<file path="config.mk">
export PLATFORM = sky130hd
export DESIGN_NAME = taylor_horner_sched
export DESIGN_NICKNAME = d
export VERILOG_FILES = /design/src/rtl/taylor_horner_sched_pkg.sv /design/src/rtl/taylor_lat_counter.sv /design/src/rtl/taylor_horner_sched.sv
export SDC_FILE = /design/constraint.sdc
export NUM_CORES = 1
export LEC_CHECK = 0
export BUFFER_PORTS_ARGS = -buffer_cell sky130_fd_sc_hd__buf_2
export CORE_AREA = 2 2 39 41
export DETAILED_ROUTE_END_ITERATION = 6
export DIE_AREA = 0 0 41 43
export PLACE_DENSITY = 0.74
export RECOVER_POWER = 100
export REMOVE_ABC_BUFFERS = 1
export SETUP_SLACK_MARGIN = 0.4
export SLEW_MARGIN = 20
export SYNTH_ARGS = -nofsm -noshare
export SYNTH_HDL_FRONTEND = slang
export SYNTH_SLANG_ARGS = --single-unit
</file>
<file path="constraint.sdc">
create_clock -name CLK -period 2.14 [get_ports CLK]
set_input_delay 0 -clock CLK [delete_from_list [all_inputs] [get_ports CLK]]
set_output_delay 0 -clock CLK [all_outputs]
set_load 0.01 [all_outputs]
</file>
<file path="src/rtl/taylor_horner_sched_pkg.sv">
// Shared definitions for the exp() Taylor/Horner sequencer.
//   state_t    : FSM state encodings (IDLE, LOAD, MUL, ADD, DONE), 3 bits.
//   SEL_LOAD   : multiplier operand taken from the load register (first round).
//   SEL_ACC    : multiplier operand taken from acc.
//   ADD_TO_OUT : adder result goes to the output register (final round).
//   ADD_TO_ACC : adder result goes back to acc.
//   CNT_W      : width of the shared latency counter (latencies 1..4).
//   params_ok  : parameter-range check used at elaboration by the top.
package taylor_horner_sched_pkg;

  typedef enum logic [2:0] {
    ST_IDLE = 3'd0,
    ST_LOAD = 3'd1,
    ST_MUL  = 3'd2,
    ST_ADD  = 3'd3,
    ST_DONE = 3'd4
  } state_t;

  localparam logic SEL_LOAD   = 1'b1;
  localparam logic SEL_ACC    = 1'b0;
  localparam logic ADD_TO_OUT = 1'b1;
  localparam logic ADD_TO_ACC = 1'b0;

  localparam int CNT_W = 2;

  function automatic bit params_ok(input int n_terms, input int mul_lat,
                                   input int add_lat, input int addr_w);
    return (n_terms >= 1) && (n_terms <= 8) &&
           (mul_lat >= 1) && (mul_lat <= 4) &&
           (add_lat >= 1) && (add_lat <= 4) &&
           ((1 << addr_w) >= n_terms);
  endfunction

endpackage

</file>
<file path="src/rtl/taylor_lat_counter.sv">
// Loadable down-counter that times the MUL and ADD holds. Loaded with
// latency-1 on entry to a hold; `last` is high on the final cycle of it.
// Ports:
//   clk      in   clock
//   rst      in   synchronous active-high reset (count cleared)
//   load     in   load load_val on the next edge
//   load_val in   CNT_W  remaining cycles after the first one
//   last     out  count is zero: current cycle is the last of the hold
module taylor_lat_counter
  import taylor_horner_sched_pkg::*;
(
  input  logic             clk,
  input  logic             rst,
  input  logic             load,
  input  logic [CNT_W-1:0] load_val,
  output logic             last
);

  logic [CNT_W-1:0] cnt_reg;

  always_ff @(posedge clk) begin
    if (rst) begin
      cnt_reg <= '0;
    end else if (load) begin
      cnt_reg <= load_val;
    end else if (cnt_reg != '0) begin
      cnt_reg <= cnt_reg - CNT_W'(1);
    end
  end

  assign last = (cnt_reg == '0);

endmodule

</file>
<file path="src/rtl/taylor_horner_sched.sv">
// Horner sequencer for an N_TERMS exp() Taylor polynomial on one shared
// multiplier and one shared adder: acc = c[N-1]; acc = acc*x + c[k], k = N-2..0.
// Optional feature macro: TAYLOR_ABORT_EN (adds abort input / aborted output).
// Ports:
//   CLK          in   clock
//   rst          in   synchronous active-high reset
//   start        in   request an evaluation (sampled in IDLE only)
//   abort        in   (TAYLOR_ABORT_EN) cancel a running evaluation
//   aborted      out  (TAYLOR_ABORT_EN) one-cycle pulse after a cancel
//   busy         out  high in every state except IDLE
//   acc_load     out  load acc from ROM word coef_addr
//   coef_addr    out  coefficient ROM address
//   mul_ss       out  multiplier operand select (1: load reg, 0: acc)
//   mul_ss_en    out  multiplier enable
//   add_ss       out  adder destination select (1: output reg, 0: acc)
//   add_ss_en    out  adder enable
//   output_ready out  one-cycle pulse, result valid
module taylor_horner_sched
  import taylor_horner_sched_pkg::*;
#(
  parameter int N_TERMS = 4,
  parameter int MUL_LAT = 1,
  parameter int ADD_LAT = 1,
  parameter int ADDR_W  = 3
) (
  input  logic              CLK,
  input  logic              rst,
  input  logic              start,
  output logic              busy,
  output logic              acc_load,
  output logic [ADDR_W-1:0] coef_addr,
  output logic              mul_ss,
  output logic              mul_ss_en,
  output logic              add_ss,
  output logic              add_ss_en,
`ifdef TAYLOR_ABORT_EN
  input  logic              abort,
  output logic              aborted,
`endif
  output logic              output_ready
);

  if (!params_ok(N_TERMS, MUL_LAT, ADD_LAT, ADDR_W)) begin : g_param_check
    $error("taylor_horner_sched: parameter out of range");
  end

  localparam logic [ADDR_W-1:0] COEF_TOP = ADDR_W'(N_TERMS - 1);
  // First-round index; with a single term there are no rounds and k stays 0.
  localparam logic [ADDR_W-1:0] K_FIRST  = ADDR_W'((N_TERMS > 1) ? N_TERMS - 2 : 0);
  localparam logic [CNT_W-1:0]  MUL_HOLD = CNT_W'(MUL_LAT - 1);
  localparam logic [CNT_W-1:0]  ADD_HOLD = CNT_W'(ADD_LAT - 1);

  state_t            state_reg;
  logic [ADDR_W-1:0] k_reg;
  logic              cnt_load;
  logic [CNT_W-1:0]  cnt_val;
  logic              cnt_last;
  logic              abort_hit;

`ifdef TAYLOR_ABORT_EN
  logic aborted_reg;

  assign abort_hit = abort && ((state_reg == ST_LOAD) || (state_reg == ST_MUL) ||
                               (state_reg == ST_ADD));

  always_ff @(posedge CLK) begin
    if (rst) begin
      aborted_reg <= 1'b0;
    end else begin
      aborted_reg <= abort_hit;
    end
  end

  assign aborted = aborted_reg && !rst;
`else
  assign abort_hit = 1'b0;
`endif

  // One counter serves both holds: it is reloaded on every entry to MUL or ADD.
  always_comb begin
    cnt_load = 1'b0;
    cnt_val  = MUL_HOLD;
    case (state_reg)
      ST_LOAD: cnt_load = 1'b1;
      ST_MUL: begin
        cnt_load = cnt_last;
        cnt_val  = ADD_HOLD;
      end
      ST_ADD:  cnt_load = cnt_last && (k_reg != '0);
      default: cnt_load = 1'b0;
    endcase
  end

  taylor_lat_counter u_lat_counter (
    .clk      (CLK),
    .rst      (rst),
    .load     (cnt_load),
    .load_val (cnt_val),
    .last     (cnt_last)
  );

  always_ff @(posedge CLK) begin
    if (rst) begin
      state_reg <= ST_IDLE;
      k_reg     <= '0;
    end else if (abort_hit) begin
      state_reg <= ST_IDLE;
    end else begin
      case (state_reg)
        ST_IDLE: if (start) state_reg <= ST_LOAD;
        ST_LOAD: begin
          k_reg     <= K_FIRST;
          state_reg <= (N_TERMS == 1) ? ST_DONE : ST_MUL;
        end
        ST_MUL:  if (cnt_last) state_reg <= ST_ADD;
        ST_ADD: begin
          if (cnt_last) begin
            if (k_reg == '0) begin
              state_reg <= ST_DONE;
            end else begin
              k_reg     <= k_reg - ADDR_W'(1);
              state_reg <= ST_MUL;
            end
          end
        end
        ST_DONE: state_reg <= ST_IDLE;
        default: state_reg <= ST_IDLE;
      endcase
    end
  end

  // Moore decode; everything is forced to its idle value while rst is high.
  always_comb begin
    busy         = 1'b0;
    acc_load     = 1'b0;
    coef_addr    = COEF_TOP;
    mul_ss       = SEL_ACC;
    mul_ss_en    = 1'b0;
    add_ss       = ADD_TO_ACC;
    add_ss_en    = 1'b0;
    output_ready = 1'b0;
    if (!rst) begin
      case (state_reg)
        ST_LOAD: begin
          busy     = 1'b1;
          acc_load = 1'b1;
        end
        ST_MUL: begin
          busy      = 1'b1;
          mul_ss_en = 1'b1;
          coef_addr = k_reg;
          mul_ss    = (k_reg == K_FIRST) ? SEL_LOAD : SEL_ACC;
        end
        ST_ADD: begin
          busy      = 1'b1;
          add_ss_en = 1'b1;
          coef_addr = k_reg;
          add_ss    = (k_reg == '0) ? ADD_TO_OUT : ADD_TO_ACC;
        end
        ST_DONE: begin
          busy         = 1'b1;
          output_ready = 1'b1;
          coef_addr    = k_reg;
        end
        default: busy = 1'b0;
      endcase
    end
  end

endmodule

</file>
==> metrics.cfg <==
[drt]
routedWlPerCell_um=11.9
drt_iter0_drc=18
detail-route-antenna-nets=0
firstDrtPassIters=4
routed_wirelength_um=1120
routed-via-count=507
drt-vias-per-instance=5.39
remaining_drc_errors=0

[sta]
finalSetupTns_ps=0
worst-slew-pin-transition_ps=460
finalHoldViolations=0
grt_setup_unrepaired=false
final-setup-viol-count=0
final_period_minus_worst_setup_slack_ps=1670
fmax_mhz=599
slew_viol_final=0
max_slew_margin_pct=69.3
hold_ws_ps=69.6
post-route-period-util_pct=78.1
final.setup_skew_ps=8.41

[synthesis]
synthesis.area_um2=578
asr_flop_ratio_synth_pct=0
synth_seq_cells=8
synth_mux_area_share_pct=1.73
synthesis.area_per_instance_um2=8.50
post-synth-top-area-fraction_pct=27.7
synth.distinct_cells=31
ys_seq_area_share_pct=27.7
synth-warning-count=0
synth_edf_count=0
yosys.area_share.adder_pct=8.66
dominant_combinational_cell_family_by_area_after_synthesis=simple AND/OR/NAND/NOR gates
synth_top_flop_cell=sky130_fd_sc_hd__dfxtp_1
synth_largest_area_cell=sky130_fd_sc_hd__dfxtp_1
synth-compound-area-share_pct=19.3
synthSimpleGateAreaFrac_pct=31.4
synth_most_common_cell=sky130_fd_sc_hd__dfxtp_1
syn-instance-count=68
synth.area.top_cells=sky130_fd_sc_hd__dfxtp_1 28%, sky130_fd_sc_hd__ha_1 8.7%, sky130_fd_sc_hd__nand2b_1 4.3%
synthXorXnorAreaFrac_pct=1.52
post_synth_most_frequent_cells=8 x sky130_fd_sc_hd__dfxtp_1, 6 x sky130_fd_sc_hd__inv_1, 6 x sky130_fd_sc_hd__nor2_1

[clocking]
postCtsResizedCells=0
cts_bufs_inserted=3
path_clk_slew_ps=60
clockRootBuffer=sky130_fd_sc_hd__clkbuf_4
insertion_delay_ps=260
ctsHtreeMaxLevel=1
hold_bufs_inserted_after_cts=0
cts_tree=yes
cts_max_path_buffers=2
clock_net_sink_count=8
post-cts-setup-buffer-count=0

[placement]
dp_hpwl_um=792
placement.io_buffers=12
placedInstanceArea_um2=624
place.gp.congestion=0.735

[worst_setup_path]
cp.arrival_ps=1670
crit_path_top_delay_cell=sky130_fd_sc_hd__dfxtp_1
startpoint_type=flop
worst_setup_path_end_kind=output port
critical_path_required_ps=2140
cp_max_fo=11
crit_path_max_incr_delay_ps=490
path_cells=or3b_1 -> a21oi_1 -> and2_0 -> buf_2
timing.setup.critical_path_class=flop to output port

[status]
outcome=completed

[power]
p_leak_uw=0.000261
switching_share_of_power_pct=29.2
internal-power_uw=245
max-vdd-ir-drop_mv=0.421
p_seq_share_pct=48.6
power_frac_comb_pct=17.4
power.net_switching_uw=101
pwr-share-clk_pct=34.0
power-per-cell-area_nw_per_um2=567

[floorplanning]
dieWidth_um=41
floorplan.die.height_um=43
floorplan.core_area_um2=1380
placement_rows=14
boundaryPins=13
design.die.area_um2=1760
floorplan.initialDensity_pct=41.8

[cells_and_area]
finalInstanceArea_um2=612
n_antenna_cell=0
num-fill-cells=147
nNetsFinal=87
layout_cells_sized_above_1_pct=12.8
area_growth_pct=5.84

[global_routing]
pin_count_of_the_biggest_net_entering_global_routing=15
globalRoute.totalOverflow=0
via_count_of_the_first_global_routing_pass=447
grt_pass1_wl_um=1810
grtUsageTotal_pct=15.3
antenna_violations_before_repair=0

[min_path]
min_path_type=input pin to flop

[job]
maxCapViolations=0

per-layer routing:
| metal | wire length [µm] | up-vias | GRT usage (%) |
|---|---|---|---|
| met5 | 0 | - | 0 |
| met4 | 13 | 0 | 6.00 |
| met3 | 85 | 2 | 7.85 |
| met2 | 521 | 15 | 23.4 |
| met1 | 500 | 230 | 17.1 |
| li1 | - | 260 | - |
path summary, 6_finish.rpt:
path                                            to  cells after the start                                  start  slack (ps)
max reg2reg                  k_reg[0]$_SDFFE_PP0P_                      5  u_lat_counter.cnt_reg[0]$_SDFFE_PP0P_         760
min                          k_reg[2]$_SDFFE_PP0P_                      2                                    rst          70
min reg2reg  u_lat_counter.cnt_reg[1]$_SDFFE_PP0P_                      2  u_lat_counter.cnt_reg[1]$_SDFFE_PP0P_         490
max                                   coef_addr[2]                      4              state_reg[2]$_SDFFE_PP0P_         470
stage by stage:
stage	setup WS, ps	total power [µW]	utilization, %	cells
finish	469	347	44.2	94
global route	312	369	44.2	94
CTS	505	358	46.7	94
detailed placement	762	238	45.1	91
global placement	793	237	45.1	91
floorplan	886	215	-	63
power by group through the flow:
| stage | registers [µW] | clock network, µW | logic [µW] |
|---|---|---|---|
| CTS | 169 | 123 | 66.2 |
| global placement | 173 | 0 | 64.2 |
| detailed placement | 172 | 0 | 65.4 |
| finish | 168 | 118 | 60.4 |
| floorplan | 169 | 0 | 46.5 |
| global route | 170 | 132 | 68.0 |
cell type report:
cell class                 instances  area, µm²  share of cell area, %
multi-input combinational         49        333                   54.4
sequential                         8        160                   26.2
timing repair buffer              12       53.8                   8.79
clock buffer                       3       22.5                   3.68
inverter                           6       22.5                   3.68
tap                               16       20.0                   3.27
cells in the final DEF (no fill, tap or decap), types with 3 or more instances in the layout:
| cell | Yosys | routed |
|---|---|---|
| sky130_fd_sc_hd__clkbuf_1 | 0 | 5 |
| sky130_fd_sc_hd__inv_1 | 6 | 6 |
| sky130_fd_sc_hd__nor2_1 | 6 | 6 |
| sky130_fd_sc_hd__buf_2 | 3 | 7 |
| sky130_fd_sc_hd__a21oi_1 | 4 | 5 |
| sky130_fd_sc_hd__nand2b_1 | 4 | 4 |
| sky130_fd_sc_hd__clkbuf_4 | 0 | 3 |
| sky130_fd_sc_hd__dfxtp_1 | 8 | 8 |
| sky130_fd_sc_hd__ha_1 | 4 | 4 |
| sky130_fd_sc_hd__nand2_1 | 3 | 4 |
cell families (layout without fill, tap and decap cells):
family                     after synthesis  in the layout
DFF                                      8              8
adders and majority gates                4              4
muxes                                    1              1
AOI/OAI and AO/OA                       15             15
buffers and inverters                   11             21
and+or+nand+nor                         28             28
xor gates and xnor gates                 1              1
worst max-delay path: cells and delay by family (launching register included):
family | cells | cell delay [ps]
buffers and inverters | 1 | 120
AND/OR/NAND/NOR | 2 | 590
flip-flops | 1 | 490
AO/OA/AOI/OAI | 1 | 230
No activity file was read; power rests on OpenSTA's default activity.
